[src/rtl/spi_master_engine.sv]
// Mode-0 SPI master: turns one bridge request into a 64-bit cmd/addr/data frame and
// returns read data, a completion pulse and an OKAY/DECERR response.
module spi_master_engine #(
    parameter int ADDR_WIDTH = 32,
    parameter int DATA_WIDTH = 32,
    parameter int CLK_DIV    = 4
) (
    input  logic                    spi_clk,
    input  logic                    spi_rst_n,
    input  logic [ADDR_WIDTH-1:0]   spi_addr,
    input  logic [DATA_WIDTH-1:0]   spi_wr_data,
    input  logic [DATA_WIDTH/8-1:0] spi_wr_strb,
    input  logic                    spi_wr_valid,
    input  logic                    spi_rd_valid,
    output logic                    spi_ready,
    output logic [DATA_WIDTH-1:0]   spi_rd_data,
    output logic                    spi_rd_done,
    output logic                    spi_wr_done,
    output logic [1:0]              spi_resp,
    output logic                    sclk,
    output logic                    cs_n,
    output logic                    mosi,
    input  logic                    miso
);

    if (DATA_WIDTH != 32) begin : g_bad_dw
        $error("spi_master_engine: DATA_WIDTH must be 32");
    end
    if (ADDR_WIDTH < 24) begin : g_bad_aw
        $error("spi_master_engine: ADDR_WIDTH must be at least 24");
    end
    if (CLK_DIV < 1 || CLK_DIV > 255) begin : g_bad_div
        $error("spi_master_engine: CLK_DIV must be in 1..255");
    end

    localparam logic [7:0] HALF_RELOAD = 8'(CLK_DIV - 1);

    typedef enum logic [2:0] {
        S_IDLE,
        S_LOAD,
        S_SHIFT,
        S_HOLD,
        S_DONE,
        S_GAP
    } state_t;

    state_t                  state, state_nx;
    logic [63:0]             frame;
    logic [DATA_WIDTH-1:0]   rx_sr;
    logic [5:0]              bit_cnt;
    logic [7:0]              hcnt;
    logic                    is_wr;
    logic                    dec_err;
    logic                    addr_err;
    logic                    accept;
    logic                    half_end;

    // Anything above the 24-bit SPI address space is unreachable on the bus.
    if (ADDR_WIDTH > 24) begin : g_hi
        assign addr_err = |spi_addr[ADDR_WIDTH-1:24];
    end else begin : g_nohi
        assign addr_err = 1'b0;
    end

    assign accept   = spi_ready && (state == S_IDLE) && (spi_wr_valid || spi_rd_valid);
    assign half_end = (hcnt == 8'd0);

    always_ff @(posedge spi_clk or negedge spi_rst_n) begin
        if (!spi_rst_n) begin
            state <= S_IDLE;
        end else begin
            state <= state_nx;
        end
    end

    always_comb begin
        state_nx = state;
        case (state)
            S_IDLE:  if (accept) state_nx = addr_err ? S_DONE : S_LOAD;
            S_LOAD:  state_nx = S_SHIFT;
            S_SHIFT: if (half_end && sclk && bit_cnt == 6'd0) state_nx = S_HOLD;
            S_HOLD:  if (half_end) state_nx = S_DONE;
            S_DONE:  state_nx = S_GAP;
            S_GAP:   state_nx = S_IDLE;
            default: state_nx = S_IDLE;
        endcase
    end

    always_ff @(posedge spi_clk or negedge spi_rst_n) begin
        if (!spi_rst_n) begin
            spi_ready   <= 1'b0;
            spi_rd_data <= '0;
            spi_rd_done <= 1'b0;
            spi_wr_done <= 1'b0;
            spi_resp    <= 2'b00;
            sclk        <= 1'b0;
            cs_n        <= 1'b1;
            mosi        <= 1'b0;
            frame       <= '0;
            rx_sr       <= '0;
            bit_cnt     <= '0;
            hcnt        <= '0;
            is_wr       <= 1'b0;
            dec_err     <= 1'b0;
        end else begin
            spi_ready   <= (state_nx == S_IDLE);
            spi_rd_done <= 1'b0;
            spi_wr_done <= 1'b0;
            case (state)
                S_IDLE: begin
                    if (accept) begin
                        // Write wins a tie; the read valid stays up and is taken next time round.
                        is_wr   <= spi_wr_valid;
                        dec_err <= addr_err;
                        frame   <= spi_wr_valid ? {4'hA, spi_wr_strb, spi_addr[23:0], spi_wr_data}
                                                : {8'h0B, spi_addr[23:0], 32'h0};
                    end
                end
                S_LOAD: begin
                    cs_n    <= 1'b0;
                    mosi    <= frame[63];
                    bit_cnt <= 6'd63;
                    hcnt    <= HALF_RELOAD;
                    sclk    <= 1'b0;
                end
                S_SHIFT: begin
                    if (half_end) begin
                        hcnt <= HALF_RELOAD;
                        if (!sclk) begin
                            sclk <= 1'b1;
                        end else begin
                            // End of the high phase: sample, fall, and present the next bit.
                            sclk  <= 1'b0;
                            rx_sr <= {rx_sr[DATA_WIDTH-2:0], miso};
                            if (bit_cnt != 6'd0) begin
                                bit_cnt <= bit_cnt - 6'd1;
                                mosi    <= frame[bit_cnt - 6'd1];
                            end
                        end
                    end else begin
                        hcnt <= hcnt - 8'd1;
                    end
                end
                S_HOLD: begin
                    if (half_end) begin
                        cs_n <= 1'b1;
                        mosi <= 1'b0;
                    end else begin
                        hcnt <= hcnt - 8'd1;
                    end
                end
                S_DONE: begin
                    spi_resp <= dec_err ? 2'b11 : 2'b00;
                    if (is_wr) begin
                        spi_wr_done <= 1'b1;
                    end else begin
                        spi_rd_done <= 1'b1;
                        spi_rd_data <= dec_err ? '0 : rx_sr;
                    end
                end
                default: ;
            endcase
        end
    end

endmodule
[config.mk]
export PLATFORM = sky130hd
export DESIGN_NAME = spi_master_engine
export DESIGN_NICKNAME = d
export VERILOG_FILES = /design/src/rtl/spi_master_engine.sv
export SDC_FILE = /design/constraint.sdc
export NUM_CORES = 1
export LEC_CHECK = 0
export CORE_UTILIZATION = 55
export CTS_CLUSTER_DIAMETER = 40
export DETAILED_ROUTE_END_ITERATION = 8
export PLACE_DENSITY = 0.82
export SLEW_MARGIN = 20
export SYNTH_ARGS = -nofsm -noshare
export SYNTH_HDL_FRONTEND = slang
export SYNTH_SLANG_ARGS = --single-unit
export TNS_END_PERCENT = 20
[constraint.sdc]
create_clock -name spi_clk -period 6.1 [get_ports spi_clk]
set_clock_uncertainty 0.1 [all_clocks]
set_input_delay 0.915 -clock spi_clk [delete_from_list [all_inputs] [get_ports spi_clk]]
set_output_delay 0.915 -clock spi_clk [all_outputs]
set_load 0.005 [all_outputs]
==> impl_metrics.toml <==
[finish]
final_cell_count_no_fill = 835
layout_commonest_cell = "nand2_1"
nFillCells = 748
multi_input_area_sq_um = 2570
layout-drive-gt1-share = 0.137
final_nets = 755
final_cell_mix = "nand2_1 (154), dfrtp_1 (149), clkdlybuf4s50_1 (111)"
syn_to_final_growth_pct = 27.2
utilization = 0.723
diodes = 0
seq_area_sq_um = 3750

[power_and_ir_drop]
leakagePower_nw = 3.68
p_per_area_nw_per_um2 = 431
peakVddDrop_v = 0.000292

[synthesis]
ys.flop_type = "dfrtp_1"
synthCells = 583
ys_warn_count = 0
synth_top_area_frac = 0.572
synth_area_leader_cell = "dfrtp_1"
synth_edf_count = 0
async_reset_ff_frac = 1.00
syn-cell-area_sq_um = 6520
synth.avg_cell_area_sq_um = 11.2
synth_fp_nets = 659
synth_seq_cells = 150
seq_area_frac_synth = 0.576
synth_cell_types = 56
synth_area_leaders = "dfrtp_1 (57%), nand2_1 (8.9%), mux2_2 (5.7%)"

[clock_network]
cts_tree = "yes"
numClockSinks = 150
insertion_delay_ns = 0.41
cts-resized-gates = 0
cts_setup_buffers = 0
htreeDepth = 4
cts.path.max_buffers = 2
cts.clk_slew.worst_paths_ns = 0.06
cts_buffers = 17
clock-root-buffer = "clkbuf_16"
hold_buffers = 0

[route]
detail_route.wl_per_cell_um = 16.1
routed_wl_mm = 13.5
drc_errors = 0
drt_pre_antenna_iters = 4
first_iter_violations = 231
avgViaCountPerCell = 5.66
vias = 4724
detail-route-antenna-nets = 0

[worst_setup_path]
startpoint = "bit_cnt[1]"
cp_data_arrival_time_ns = 3.16
critical_path.max_fanout = 16
critPathRequiredTime_ns = 6.30
critPathLaunchType = "register"
crit_type = "register to register"
r2r_start = "bit_cnt[1]"
endpoint_kind = "register"

[floorplan]
dieArea_sq_um = 12300
die_w_um = 111
ios = 113
design.core.area_sq_um = 11500
initial_core_util = 0.569
num_rows = 39
die_h_um = 111

[global_route]
grt_pass1_vias = 4815
antenna_found_initial = 0
track_usage = 0.234
overflow = 0
grt_pass1_wl_mm = 22.8
grt_max_degree = 107

[sta]
rsz0062_at_grt = "no"
finalHoldWorstSlack_ns = 0.377
tightest_slew_ns = 0.966
fmax_mhz = 337
hold_viol = 0
setup_viol = 0
period_needed_ns = 2.97
relSlewSlack = 0.347
period_share = 0.487
slew_violations = 0
setup_tns_ns = 0

[placed_design]
place.gp.congestion = 0.844
dp_hpwl_mm = 8.91
io_buffers = 112
placedCellCount = 803

[flow_run]
drv_cap = 0

[min_path]
min_path_type = "register to register"
hp-start = "frame[45]"

[status]
outcome = "complete, no violations"
[final cells by class]
class,instances,area share
Clock buffer,19,0.0534
Clock inverter,13,0.0205
Inverter,7,0.00317
Multi-Input combinational cell,387,0.310
Sequential cell,150,0.453
Tap cell,143,0.0216
Timing Repair Buffer,116,0.139
[flip-flops by register name (all words and copies together), names as in the netlist]
register and flops:
frame 61, rx_sr 32, spi_rd_data 32, hcnt 8, bit_cnt 6, state 3, cs_n 1, dec_err 1
mosi 1, sclk 1, spi_rd_done 1, spi_ready 1, spi_resp 1, spi_wr_done 1
[routing by layer]
| metal | up-vias | share of wire | track usage |
|---|---|---|---|
| met3 | 21 | 0.046 | 0.0563 |
| met4 | 0 | 0.018 | 0.0880 |
| met2 | 140 | 0.51 | 0.391 |
| li1 | 2229 | - | - |
| met5 | - | 0 | 0 |
| met1 | 2334 | 0.42 | 0.297 |
[cells by family (layout without fill, tap and decap cells)]
| kind of cell | count (synthesis) | after routing | share of synthesized area |
|---|---|---|---|
| buffers and inverters | 46 | 155 | 0.0322 |
| and+or+nand+nor | 215 | 215 | 0.142 |
| muxes | 52 | 52 | 0.117 |
| xor gates and xnor gates | 10 | 10 | 0.0134 |
| DFF | 150 | 150 | 0.576 |
| adders and majority gates | 3 | 3 | 0.00576 |
| AOI/OAI and AO/OA | 107 | 107 | 0.113 |
[path summary, 6_finish.rpt]
check,slack (ns),cells past startpoint,end
worst max-delay path,3.13,7,mosi
worst min-delay path,0.38,2,frame[45]
worst max register to register,3.13,7,mosi
worst min register to register,0.38,2,frame[45]
max in group asynchronous,4.23,2,frame[31]
min in group asynchronous,0.51,1,spi_rd_data[26]
[worst max-delay path, stage by stage, from the launching register on]
cell and delay (ns):
dfrtp_1 0.41, inv_1 0.08, ha_1 0.76, mux4_2 0.44, mux4_2 0.50, nor3b_1 0.19
a2111oi_0 0.10, a41o_1 0.26
[where the power goes]
part | internal, mW | switching [mW]
Clock | 0.659 | 0.414
Sequential | 1.24 | 0.189
Combinational | 0.533 | 0.538
[stage by stage]
step	power [mW]	area, sq um	worst slack [ns]
5_1_grt	3.77	8290	2.86
6_report	3.57	8290	3.13
3_3_place_gp	2.44	7680	3.23
2_1_floorplan	2.20	6520	3.17
4_1_cts	3.59	8290	3.15
3_5_place_dp	2.50	7680	3.12
[synth_stat cells (2+ instances only)]
cell type,n
nand2_1,154
a31oi_1,5
nand2b_1,4
mux2i_1,3
or2_2,2
a22oi_1,2
nor4_1,2
inv_1,6
mux2_2,33
nor3_1,3
o21ai_0,38
mux4_2,15
xor2_1,7
buf_4,3
o22a_1,4
xnor2_1,3
or3_1,5
nand4_1,2
ha_1,3
buf_1,3
a21oi_1,10
buf_6,2
nand3_1,5
nor3b_1,2
a22o_1,33
and3_1,2
dfrtp_1,149
nor2b_1,3
a2111oi_0,2
clkbuf_1,22
buf_2,8
nor2_1,22
o21a_1,3
Power figures use the tool's default switching activity.
==> patch (same flow settings) <==
Make the reset (`spi_rst_n`) synchronous in 2 clocked blocks.
--- a/src/rtl/spi_master_engine.sv
+++ b/src/rtl/spi_master_engine.sv
@@ -65,7 +65,7 @@
     assign accept   = spi_ready && (state == S_IDLE) && (spi_wr_valid || spi_rd_valid);
     assign half_end = (hcnt == 8'd0);
 
-    always_ff @(posedge spi_clk or negedge spi_rst_n) begin
+    always_ff @(posedge spi_clk) begin
         if (!spi_rst_n) begin
             state <= S_IDLE;
         end else begin
@@ -86,7 +86,7 @@
         endcase
     end
 
-    always_ff @(posedge spi_clk or negedge spi_rst_n) begin
+    always_ff @(posedge spi_clk) begin
         if (!spi_rst_n) begin
             spi_ready   <= 1'b0;
             spi_rd_data <= '0;
Check against the original RTL: differs if spi_rst_n is asserted again (counterexample within 4 cycles, from zero or initial values and one cycle with spi_rst_n low); with spi_rst_n held inactive, the same outputs for 10 cycles.
==> patch against the original RTL <==
Sequential power down 20%; non-clock buffer count unchanged; die area shrank 4.7%; synthesized area decreased by 4.8%; total power shrank 21%; core utilization fell by 0.19 points; sequential share of layout area fell by 7.2 points; routed wire length rose by 1.4%; design area decreased by 4.9%; sequential cell count did not move; cell count up 5.9%; worst hold slack worse by 0.015 ns; clock power about the same; worst setup slack got worse by 0.017 ns.
==> patch: results (changes against the original RTL) <==
[run_status]
status=complete, no violations

[placement]
gp_congestion=0.8830  ; +4.6%
dp_hpwl_mm=8.984  ; +0.84%

[critical_path]
cp.arrival_ns=3.20  ; +0.04 ns
rr_worst_depth=7  ; unchanged
critPathCapture=mosi
path_max_fanout=23  ; +7
worstSetupStartpoint=bit_cnt[0]
r2r_setup_slack_ns=3.12  ; -0.02 ns

[routing]
routed_via_density=5.647  ; -0.18%
drt_iter0_markers=276  ; +19%
wl_mm=13.68  ; +1.4%
firstDrtPassIters=5  ; +1

[synth]
yosys_warnings=0  ; unchanged
synth_nets=727  ; +10%
ys_seq_area_share_pct=48.40  ; -9.2 points
synthTopCellsByArea=dfxtp_1, nand2_1, a22o_1
synth_common_cells=dfxtp_1, nand2_1, a22o_1, clkbuf_1
async_reset_ff_share_pct=0  ; -100 points
ys_types=48  ; -14%

[grt]
grt.total_usage_pct=24.55  ; +1.1 points
antenna_found_initial=0  ; unchanged
grt_max_degree=79  ; -26%
grt_pass1_wl_mm=22.21  ; -2.6%
first_global_vias=4823  ; +0.17%

[clock_tree]
cts_setup_buffers=0  ; unchanged
path_clk_slew_ns=0.06  ; about the same
clk-insertion-delay-late_ns=0.42
numCtsBuffers=17  ; unchanged
root_buffer=clkbuf_16
post_cts_resized=0  ; unchanged
htree_levels=4  ; unchanged
clockBufferDepth=2  ; unchanged

[cells_and_area]
layout-drive-gt1-share_pct=8.333  ; -5.4 points
nets=807  ; +6.9%
n_antenna_cell=0  ; unchanged

[pwr]
power_leakage_uw=0.002818  ; -23%
peakVddDrop_mv=0.2635  ; -9.8%

[worst_hold_path]
min-delay-start=frame[52]

[sta]
worstMarginPinSlew_ns=1.041  ; +0.07466 ns

[patch: cell count changes in the layout (fill, tap and decap cells not counted), sizes merged, moves of 12 or more]
| cell | before | now |
|---|---|---|
| a21boi | 0 | 60 |
| mux2 | 33 | 0 |
| nand2 | 154 | 132 |
| nor3b | 3 | 15 |
| dfxtp | 0 | 150 |
| a22o | 33 | 55 |
| dfrtp | 149 | 0 |
| o21ai | 39 | 13 |
[patch: stage by stage]
| step | utilization, % | area, sq um | cells | hold slack (ns) | worst slack [ns] |
|---|---|---|---|---|---|
| 6_report | 72.13 | 7888 | 884 | 0.3626 | 3.115 |
| 5_1_grt | 72.13 | 7888 | 884 | 0.3830 | 2.852 |
| 4_1_cts | 72.09 | 7884 | 884 | 0.3639 | 2.875 |
| 3_5_place_dp | 66.50 | 7272 | 852 | 0.3554 | 2.424 |
| 3_3_place_gp | 66.45 | 7267 | 852 | 0.3477 | 2.555 |
| 2_1_floorplan | - | 6205 | 651 | 0.3347 | 3.290 |
[patch: area by class of cell]
class / count / area [sq um]
clock inverter: 8 / 120.1
fill: 807 / 3048
sequential: 150 / 3003
inverter: 7 / 26.28
clock buffer: 24 / 491.7
timing repair buffer: 116 / 1146
multi-input combinational: 439 / 2925
tap: 140 / 175.2
[patch: power breakdown]
group	leakage [uW]	switching (uW)	internal [uW]
Sequential	0.00122	85.6	1070
Clock	0.000296	386	684
Combinational	0.00131	343	266
[patch: logic make-up (layout without fill, tap and decap cells)]
group | count (synthesis) | after routing | synth area share (%)
adders and majority gates | 3 | 3 | 0.6050
muxes | 20 | 20 | 6.050
and+or+nand+nor | 232 | 232 | 17.54
AOI/OAI and AO/OA | 173 | 173 | 21.19
DFF | 150 | 150 | 48.40
buffers and inverters | 62 | 155 | 4.658
xor gates and xnor gates | 11 | 11 | 1.553
[patch: worst min path at each step]
stage,to,slack [ns],cells after the start
detailed placement,frame[53],0.36,2
floorplan,rx_sr[31],0.33,2
global placement,rx_sr[29],0.35,2
finish,frame[52],0.36,2
CTS,rx_sr[15],0.36,2
global route,rx_sr[28],0.38,2
[patch: layer usage]
layer	wire length, um	GRT usage [%]
met5	0	0
met4	314	11.74
met3	644	6.450
met2	6791	40.72
met1	5926	29.57
[patch: critical path, cell delays in order, from the launching register on]
cell and delay (ns):
dfxtp_1 0.30, buf_4 0.32, inv_1 0.18, ha_1 0.86, mux4_2 0.43, mux4_2 0.49
nand4_1 0.10, a31oi_1 0.08
